### config.mk
export PLATFORM = sky130hd
export DESIGN_NAME = mac_result_collector
export DESIGN_NICKNAME = d
export VERILOG_FILES = /design/src/rtl/mac_result_collector.sv
export SDC_FILE = /design/constraint.sdc
export NUM_CORES = 1
export LEC_CHECK = 0
export BUFFER_PORTS_ARGS = -buffer_cell sky130_fd_sc_hd__buf_2
export CORE_MARGIN = 3
export CORE_UTILIZATION = 50
export CTS_CLUSTER_SIZE = 40
export DETAILED_ROUTE_END_ITERATION = 10
export PLACE_DENSITY = 0.7
export SETUP_SLACK_MARGIN = 0.05
export SLEW_MARGIN = 40
export SYNTH_ARGS = -nofsm -noshare
export SYNTH_HDL_FRONTEND = slang
export SYNTH_SLANG_ARGS = --single-unit
export TNS_END_PERCENT = 30
### constraint.sdc
create_clock -name clock -period 23.7 [get_ports clock]
set_clock_uncertainty 0.1 [all_clocks]
set_input_delay 3.555 -clock clock [delete_from_list [all_inputs] [get_ports clock]]
set_output_delay 3.555 -clock clock [all_outputs]
set_load 0.05 [all_outputs]
### src/rtl/mac_result_collector.sv
// mac_result_collector: captures the final running sum of each dot product
// from the MAC accumulator stream and queues it in a tagged FWFT FIFO.
//
// Optional feature: define MAC_COLLECT_RELU_EN to zero any pushed value
// whose sign bit is set (ReLU on the raw IEEE-754 bit pattern).
//
// Ports:
//   clock, areset       single clock, async active-high reset
//   vec_len             beats per vector, sampled on first beat (0 => 1)
//   acc_valid, acc_data accumulator running-sum beat
//   res_valid/ready     FIFO head handshake toward the next layer
//   res_data, res_tag   head result and its vector sequence number
//   overflow, clr_ovf   sticky drop flag and its synchronous clear
//   busy                a vector is partially received
module mac_result_collector #(
    parameter int DEPTH = 8,
    parameter int LEN_W = 16
) (
    input  logic             clock,
    input  logic             areset,
    input  logic [LEN_W-1:0] vec_len,
    input  logic             acc_valid,
    input  logic [31:0]      acc_data,
    output logic             res_valid,
    input  logic             res_ready,
    output logic [31:0]      res_data,
    output logic [7:0]       res_tag,
    output logic             overflow,
    input  logic             clr_ovf,
    output logic             busy
);

    localparam int AW = $clog2(DEPTH);
    localparam logic [LEN_W-1:0] LEN_ONE = LEN_W'(1);
    localparam logic [AW:0] PTR_ONE = (AW + 1)'(1);

    logic [LEN_W-1:0] cnt;
    logic [LEN_W-1:0] len_q;
    logic [LEN_W-1:0] eff_len;
    logic [7:0]       tag_q;
    logic [AW:0]      wptr;
    logic [AW:0]      rptr;
    logic             ovf_q;

    logic [31:0] data_mem [DEPTH];
    logic [7:0]  tag_mem  [DEPTH];

    logic        first;
    logic        last;
    logic        full;
    logic        empty;
    logic        pop;
    logic        push;
    logic        drop;
    logic [31:0] push_data;

    // The first beat uses the live vec_len so a length-1 vector completes
    // on that same beat; later beats compare against the latched length.
    always_comb begin
        first   = (cnt == '0);
        eff_len = len_q;
        if (first) begin
            eff_len = (vec_len == '0) ? LEN_ONE : vec_len;
        end
        last = acc_valid && (cnt == (eff_len - LEN_ONE));
    end

`ifdef MAC_COLLECT_RELU_EN
    assign push_data = acc_data[31] ? 32'h0000_0000 : acc_data;
`else
    assign push_data = acc_data;
`endif

    // Full: same slot, opposite lap. Empty: identical pointers.
    assign empty = (wptr == rptr);
    assign full  = (wptr[AW] != rptr[AW]) &&
                   (wptr[AW-1:0] == rptr[AW-1:0]);

    // A pop in the same cycle frees the slot a full-FIFO push needs.
    assign pop  = !empty && res_ready;
    assign push = last && (!full || pop);
    assign drop = last && full && !pop;

    always_ff @(posedge clock or posedge areset) begin
        if (areset) begin
            cnt   <= '0;
            len_q <= LEN_ONE;
            tag_q <= 8'd0;
        end else if (acc_valid) begin
            if (first) begin
                len_q <= eff_len;
            end
            if (last) begin
                cnt   <= '0;
                tag_q <= tag_q + 8'd1;
            end else begin
                cnt <= cnt + LEN_ONE;
            end
        end
    end

    always_ff @(posedge clock or posedge areset) begin
        if (areset) begin
            wptr <= '0;
            rptr <= '0;
        end else begin
            if (push) begin
                wptr <= wptr + PTR_ONE;
            end
            if (pop) begin
                rptr <= rptr + PTR_ONE;
            end
        end
    end

    // Storage needs no reset: the outputs are gated by the empty flag.
    always_ff @(posedge clock) begin
        if (push) begin
            data_mem[wptr[AW-1:0]] <= push_data;
            tag_mem[wptr[AW-1:0]]  <= tag_q;
        end
    end

    // A drop in the same cycle as a clear keeps the flag set.
    always_ff @(posedge clock or posedge areset) begin
        if (areset) begin
            ovf_q <= 1'b0;
        end else if (drop) begin
            ovf_q <= 1'b1;
        end else if (clr_ovf) begin
            ovf_q <= 1'b0;
        end
    end

    assign res_valid = !empty;
    assign res_data  = empty ? 32'h0000_0000 : data_mem[rptr[AW-1:0]];
    assign res_tag   = empty ? 8'd0 : tag_mem[rptr[AW-1:0]];
    assign overflow  = ovf_q;
    assign busy      = (cnt != '0);

endmodule
==> qor.csv, run 1 <==
stage,metric,value,unit
outcome,status,"complete, no violations",
clock_network,path_clk_slew,0.06,ns
layout,antenna_cells,0,
layout,drive_above_1_share,27.1,%
timing,clock.fmax,118,MHz
global_route,grt_max_degree,52,
synthesis,synth_cell_types,73,
routing,drt-initial-drc-count,707,
timing,finalHoldViolations,0,
synthesis,syn_area_per_cell,17.1,sq um
layout,final_util,58.3,%
clock_network,cts_buffers,38,
clock_network,clk_latency,0.52,ns
floorplanning,io_pins,96,
routing,drc,0,
setup_path,worstPathArrival,8.57,ns
floorplanning,die_y,184,microns
floorplanning,die_area,33700,sq um
synthesis,synth-seq-area-share,68.8,%
timing,fin_tns_setup,0,ns
synthesis,synth-async-reset-ratio,13.3,%
clock_network,cts-htree-levels,2,
timing,worst_pin_slew,0.795,ns
timing,fin_crit,8.49,ns
synthesis,synth_area,15800,sq um
routing,routed_wl,31.7,mm
setup_path,end_kind,register,
floorplanning,initial_core_util,51.1,%
synthesis,synth_warnings,0,
global_route,antenna_found_initial,1,
power,peakVddDrop,0.0556,mV
setup_path,cpLargestDelayFamily,simple AND/OR/NAND/NOR gates,
min_path,whs_path_depth,1,
clock_network,cts_resized,0,
synthesis,ys.flop_type,edfxtp_1,
timing,rsz0062_at_grt,false,
routing,viasPerCell,5.88,
clock_network,cts.sinks,369,
setup_path,critPathBufInv,2,
setup_path,r2r-end,tag_mem[3][2]$_DFFE_PP_,
floorplanning,die_w,184,microns
clock_network,cts_setup_buffers,0,
timing,setup_violations,0,
synthesis,synth-edff-count,320,
global_route,grt_overflow,0,
min_path,min_from,rptr[3]$_DFFE_PP0P_,
setup_path,path_common_cell,a21oi_1,
setup_path,slowest_delay,0.64,ns
power,p_per_area,76.6,nW/um^2
placement,place_inst,1379,
setup_path,cp_slowest_cell,and4b_2,
setup_path,rr_worst_depth,16,
clock_network,cts_root_buffer,clkbuf_16,
floorplanning,core_area,30800,sq um
timing,slew_headroom,46.5,%
placement,hpwlAfterDp,19.0,mm
routing,vias,8527,
routing,ant_nets,0,
layout,finalNonFillerCells,1449,
timing,final_max_slew_viol_count,0,
clock_network,cts-hold-fix-buffers,0,
global_route,grt_pass1_vias,8728,
setup_path,critical_path_required,23.78,ns
global_route,grtUsageTotal,19.2,%
clock_network,clock_path_buffers,3,
layout,fin_nets,1082,
synthesis,netlist_instances,921,
layout,area_growth,14.1,%
global_route,grt_first_pass_wirelength,50.1,mm
synthesis,syn_nets,980,
placement,port_buffers,95,
power,leakagePower,0.00630,uW
job,maxCapViolations,0,
clock_network,tritoncts,done,
setup_path,reg2reg_slack,17.02,ns
floorplanning,row_count,64,
timing,period_share,35.8,%
setup_path,crit_type,primary input to register,
routing,drtPass1Iterations,5,
placement,gp_congestion,0.918,
min_path,holdPathEnd,rptr[3]$_DFFE_PP0P_,
min_path,hold_path.class,register to register,
setup_path,cp_max_fo,24,
setup_path,cp_cell_sequence,buf_2 -> or4_1 -> nor3b_1 -> a21oi_1 -> nor2_1 -> a21oi_1 -> ha_1 -> xor2_1 -> o311ai_0 -> a41o_1 -> a221oi_1 -> nand2_1 -> or4b_4 -> nor3_4 -> and4b_2 -> buf_4,
setup_path,start_kind,primary input,
setup_path,reg2reg_from,cnt[0]$_DFFE_PP0P_,
routing,wire_per_inst,21.9,microns
synthesis,ys_ff_latch,369,
-- stage by stage --
step | area (sq um) | hold slack [ns] | worst slack, ns | total power (uW)
floorplan | 15800 | 0.362 | 12.40 | 768
global placement | 16700 | 0.377 | 14.85 | 787
detailed placement | 16700 | 0.377 | 14.72 | 789
CTS | 18000 | 0.394 | 15.26 | 1390
global route | 18000 | 0.405 | 14.84 | 1420
finish | 18000 | 0.393 | 15.21 | 1380
-- area by class of cell --
class	count	area (sq um)
Fill cell	2292	12800
Sequential cell	369	10800
Multi-Input combinational cell	487	4700
Clock buffer	47	1010
Timing Repair Buffer	109	601
Tap cell	396	495
Clock inverter	23	262
Inverter	18	67.6
-- metal layers --
layer  routed length, microns  GRT usage, %  vias to the layer above
met1                    13600          26.8                     4343
met3                     1660          3.24                       59
met4                      667          5.09                        2
met5                       15             0                        -
met2                    15800          31.8                      253
li1                         -             -                     3870
-- sequential cells by signal, summed over array words and instances, names as in the netlist --
register  count
data_mem    256
overflow      1
rptr          4
wptr          4
tag_q         8
cnt          16
len_q        16
tag_mem      64
-- kinds of logic after synthesis --
group,Yosys count,share of synthesized area (%)
DFF,369,68.8
and+or+nand+nor,224,7.70
muxes,148,15.9
buffers and inverters,65,1.70
AOI/OAI and AO/OA,59,2.70
xor gates and xnor gates,50,2.78
adders and majority gates,6,0.476
-- Yosys cell counts (5+ instances only) --
master | n | share of area [%]
a21oi_1 | 5 | 0.16
buf_1 | 16 | 0.38
clkbuf_1 | 23 | 0.55
dfrtp_1 | 48 | 7.6
edfxtp_1 | 320 | 61
ha_1 | 6 | 0.48
inv_1 | 17 | 0.40
mux2_2 | 14 | 1.0
mux2i_1 | 52 | 3.3
mux4_2 | 80 | 11
nand2_1 | 26 | 0.62
nand2b_1 | 6 | 0.24
nand3_1 | 12 | 0.38
nand4_1 | 11 | 0.44
nor2_1 | 83 | 2.0
nor2b_1 | 5 | 0.20
nor3_1 | 23 | 0.73
nor3b_1 | 6 | 0.29
nor4_1 | 13 | 0.52
o21ai_0 | 12 | 0.38
or4_1 | 5 | 0.24
xnor2_1 | 27 | 1.5
xor2_1 | 23 | 1.3
-- where the power goes --
group	switching, uW	internal (uW)
logic	31.4	21.4
clock network	240	360
registers	14.8	709
-- layout by cell type (no fill, tap or decap), types with 7 or more instances in the layout --
cell,Yosys,final
nand3_1,12,12
nor3_1,23,23
nor4_1,13,12
clkinv_1,0,7
clkbuf_1,23,8
dfrtp_1,48,45
mux4_2,80,80
nor2_1,83,83
xor2_1,23,23
nand2_1,26,26
mux2_2,14,14
o21ai_0,12,12
inv_1,17,16
edfxtp_1,320,320
buf_4,3,11
buf_2,4,95
mux2i_1,52,52
xnor2_1,27,27
nand4_1,11,11
clkbuf_16,0,39
-- worst max path at each step --
stage	to	from	slack (ns)	cells past startpoint
after CTS	data_mem[3][15]$_DFFE_PP_	vec_len[3]	15.26	16
after detailed placement	data_mem[3][10]$_DFFE_PP_	vec_len[3]	14.72	16
after global routing	tag_mem[3][2]$_DFFE_PP_	vec_len[3]	14.84	16
final	tag_mem[3][2]$_DFFE_PP_	vec_len[3]	15.21	16
after global placement	data_mem[1][13]$_DFFE_PP_	vec_len[3]	14.85	15
after floorplan	data_mem[4][0]$_DFFE_PP_	vec_len[3]	12.40	14
-- worst register-to-register path: stages (launching register included) --
cell,delay (ns)
dfrtp_1,0.47
inv_1,0.15
ha_1,0.19
or4b_4,0.50
nor4_4,0.61
inv_2,0.44
mux2i_1,0.29
ha_1,0.29
nor3b_1,0.50
a21boi_0,0.16
nor3_1,0.24
o31ai_1,0.13
a21o_1,0.18
or4b_4,0.59
nor3_4,0.39
and4b_2,0.64
buf_4,0.45
Power figures use the tool's default switching activity.
==> inputs of run 2 (changes only) <==
Settings changed: PLACE_DENSITY 0.7 to 0.72.
Clock period 23.7 ns to 6.8 ns, I/O delays scaled along.
==> qor.csv, run 2 (same netlist as run 1, synthesis figures left out) <==
stage,metric,value,unit
timing,worst_pin_slew,0.790,ns
setup_path,cp_cell_sequence,inv_1 -> ha_1 -> or4b_4 -> nor4_4 -> inv_2 -> a21oi_1 -> ha_1 -> nor3b_1 -> a21boi_0 -> nor3_1 -> o31ai_1 -> a21o_1 -> or4b_4 -> nor3_4 -> and4b_2 -> buf_4,
timing,final_max_slew_viol_count,0,
layout,finalNonFillerCells,1451,
clock_network,cts-htree-levels,2,
min_path,min_from,wptr[3]$_DFFE_PP0P_,
floorplanning,core_area,30800,sq um
timing,period_share,85.9,%
outcome,status,"complete, no violations",
routing,routed_wl,32.5,mm
floorplanning,row_count,64,
setup_path,r2r-end,data_mem[6][9]$_DFFE_PP_,
placement,hpwlAfterDp,20.1,mm
clock_network,path_clk_slew,0.06,ns
setup_path,end_kind,register,
floorplanning,die_w,184,microns
min_path,whs_path_depth,1,
setup_path,start_kind,register,
timing,rsz0062_at_grt,false,
floorplanning,die_area,33700,sq um
clock_network,cts-hold-fix-buffers,0,
layout,layout_common_cells,"edfxtp_1, buf_2, nor2_1, mux4_2, mux2i_1",
layout,fin_area,18000,sq um
clock_network,clk_latency,0.52,ns
routing,drt-initial-drc-count,657,
clock_network,cts_root_buffer,clkbuf_16,
setup_path,crit_type,register to register,
min_path,hold_path.class,register to register,
timing,finalHoldViolations,0,
global_route,antenna_found_initial,1,
clock_network,tritoncts,done,
placement,placed_cell_area,16800,sq um
layout,drive_above_1_share,27.2,%
global_route,grt_pass1_vias,8717,
timing,slew_headroom,47.2,%
routing,wire_per_inst,22.4,microns
placement,port_buffers,95,
setup_path,cp_max_fo,16,
setup_path,reg2reg_slack,0.96,ns
clock_network,cts.sinks,369,
setup_path,critical_path_required,6.90,ns
global_route,grt_first_pass_wirelength,50.8,mm
floorplanning,die_y,184,microns
routing,drtPass1Iterations,4,
setup_path,worstPathArrival,5.94,ns
routing,vias,8517,
setup_path,slowest_delay,0.62,ns
power,finalPower,4640,uW
power,leakagePower,0.00629,uW
global_route,grt_overflow,0,
setup_path,reg2reg_from,cnt[0]$_DFFE_PP0P_,
placement,place_inst,1387,
layout,antenna_cells,0,
global_route,grtUsageTotal,19.6,%
floorplanning,io_pins,96,
layout,area_growth,14.0,%
timing,setup_violations,0,
global_route,grt_max_degree,50,
timing,clock.fmax,171,MHz
min_path,holdPathEnd,wptr[3]$_DFFE_PP0P_,
timing,fin_crit,5.84,ns
clock_network,cts_setup_buffers,0,
routing,drc,0,
floorplanning,initial_core_util,51.1,%
power,p_per_area,258,nW/um^2
layout,final_common_cell,edfxtp_1,
routing,viasPerCell,5.87,
setup_path,cp_slowest_cell,and4b_2,
routing,ant_nets,0,
placement,gp_congestion,0.940,
job,maxCapViolations,0,
power,peakVddDrop,0.171,mV
clock_network,cts_buffers,38,
layout,final_util,58.3,%
setup_path,rr_worst_depth,16,
clock_network,clock_path_buffers,3,
clock_network,cts_resized,0,
layout,fin_nets,1090,
layout,largest_register_ff_count,256,
## run 2: changes by cell type in the layout (fill, tap and decap cells not counted), moves of 2 or more
cell       previous run  this run
clkinv_8              0         2
inv_6                 3         1
buf_12                1         3
clkinv_2              6         1
buf_4                11        16
clkbuf_8              0         2
bufinv_16             5         1
## run 2: how the worst max path moves through the flow
stage                  startpoint  slack, ns                         to
5_1_grt        cnt[0]$_DFFE_PP0P_       0.61   data_mem[6][6]$_DFFE_PP_
6_report       cnt[0]$_DFFE_PP0P_       0.96   data_mem[6][9]$_DFFE_PP_
2_1_floorplan  cnt[0]$_DFFE_PP0P_      -0.24   data_mem[7][0]$_DFFE_PP_
3_5_place_dp           vec_len[3]       0.63  data_mem[6][10]$_DFFE_PP_
4_1_cts        cnt[0]$_DFFE_PP0P_       0.96   data_mem[6][4]$_DFFE_PP_
3_3_place_gp           vec_len[3]       0.77  data_mem[6][10]$_DFFE_PP_
## run 2: layout make-up
type / instances / area, sq um
inverters: 18 / 67.6
flip-flops and latches: 369 / 10800
well taps: 396 / 495
clock buffers: 50 / 1040
multi-input cells: 487 / 4700
fillers: 2299 / 12900
clock inverters: 14 / 120
repair buffers: 117 / 693
## run 2: critical path: cells and delay by family, from the launching register on
family          cells  cell delay (ns)
simple gates        7             3.20
compound gates      4             0.67
buf+inv             3             0.61
flops               1             0.47
fa+ha+maj           2             0.46
## run 2: through the flow
step | setup TNS [ns] | hold WS [ns] | worst slack, ns
2_1_floorplan | -9.74 | 0.362 | -0.240
3_3_place_gp | 0 | 0.375 | 0.773
3_5_place_dp | 0 | 0.385 | 0.626
4_1_cts | 0 | 0.396 | 0.956
5_1_grt | 0 | 0.408 | 0.608
6_report | 0 | 0.393 | 0.960
## run 2: layer usage
layer / vias up / part of all wire [%] / GRT usage (%)
li1: 3876 / - / -
met3: 54 / 4.6 / 3.01
met2: 246 / 49 / 32.6
met4: 2 / 2.5 / 6.09
met1: 4339 / 43 / 26.9
met5: - / 0.034 / 0
## run 2: power breakdown
group | switching (uW) | total (uW) | internal, uW | leakage [uW]
sequential | 41.7 | 2510 | 2470 | 0.00364
combinational | 121 | 199 | 78.3 | 0.00209
clock | 814 | 1930 | 1110 | 0.000561
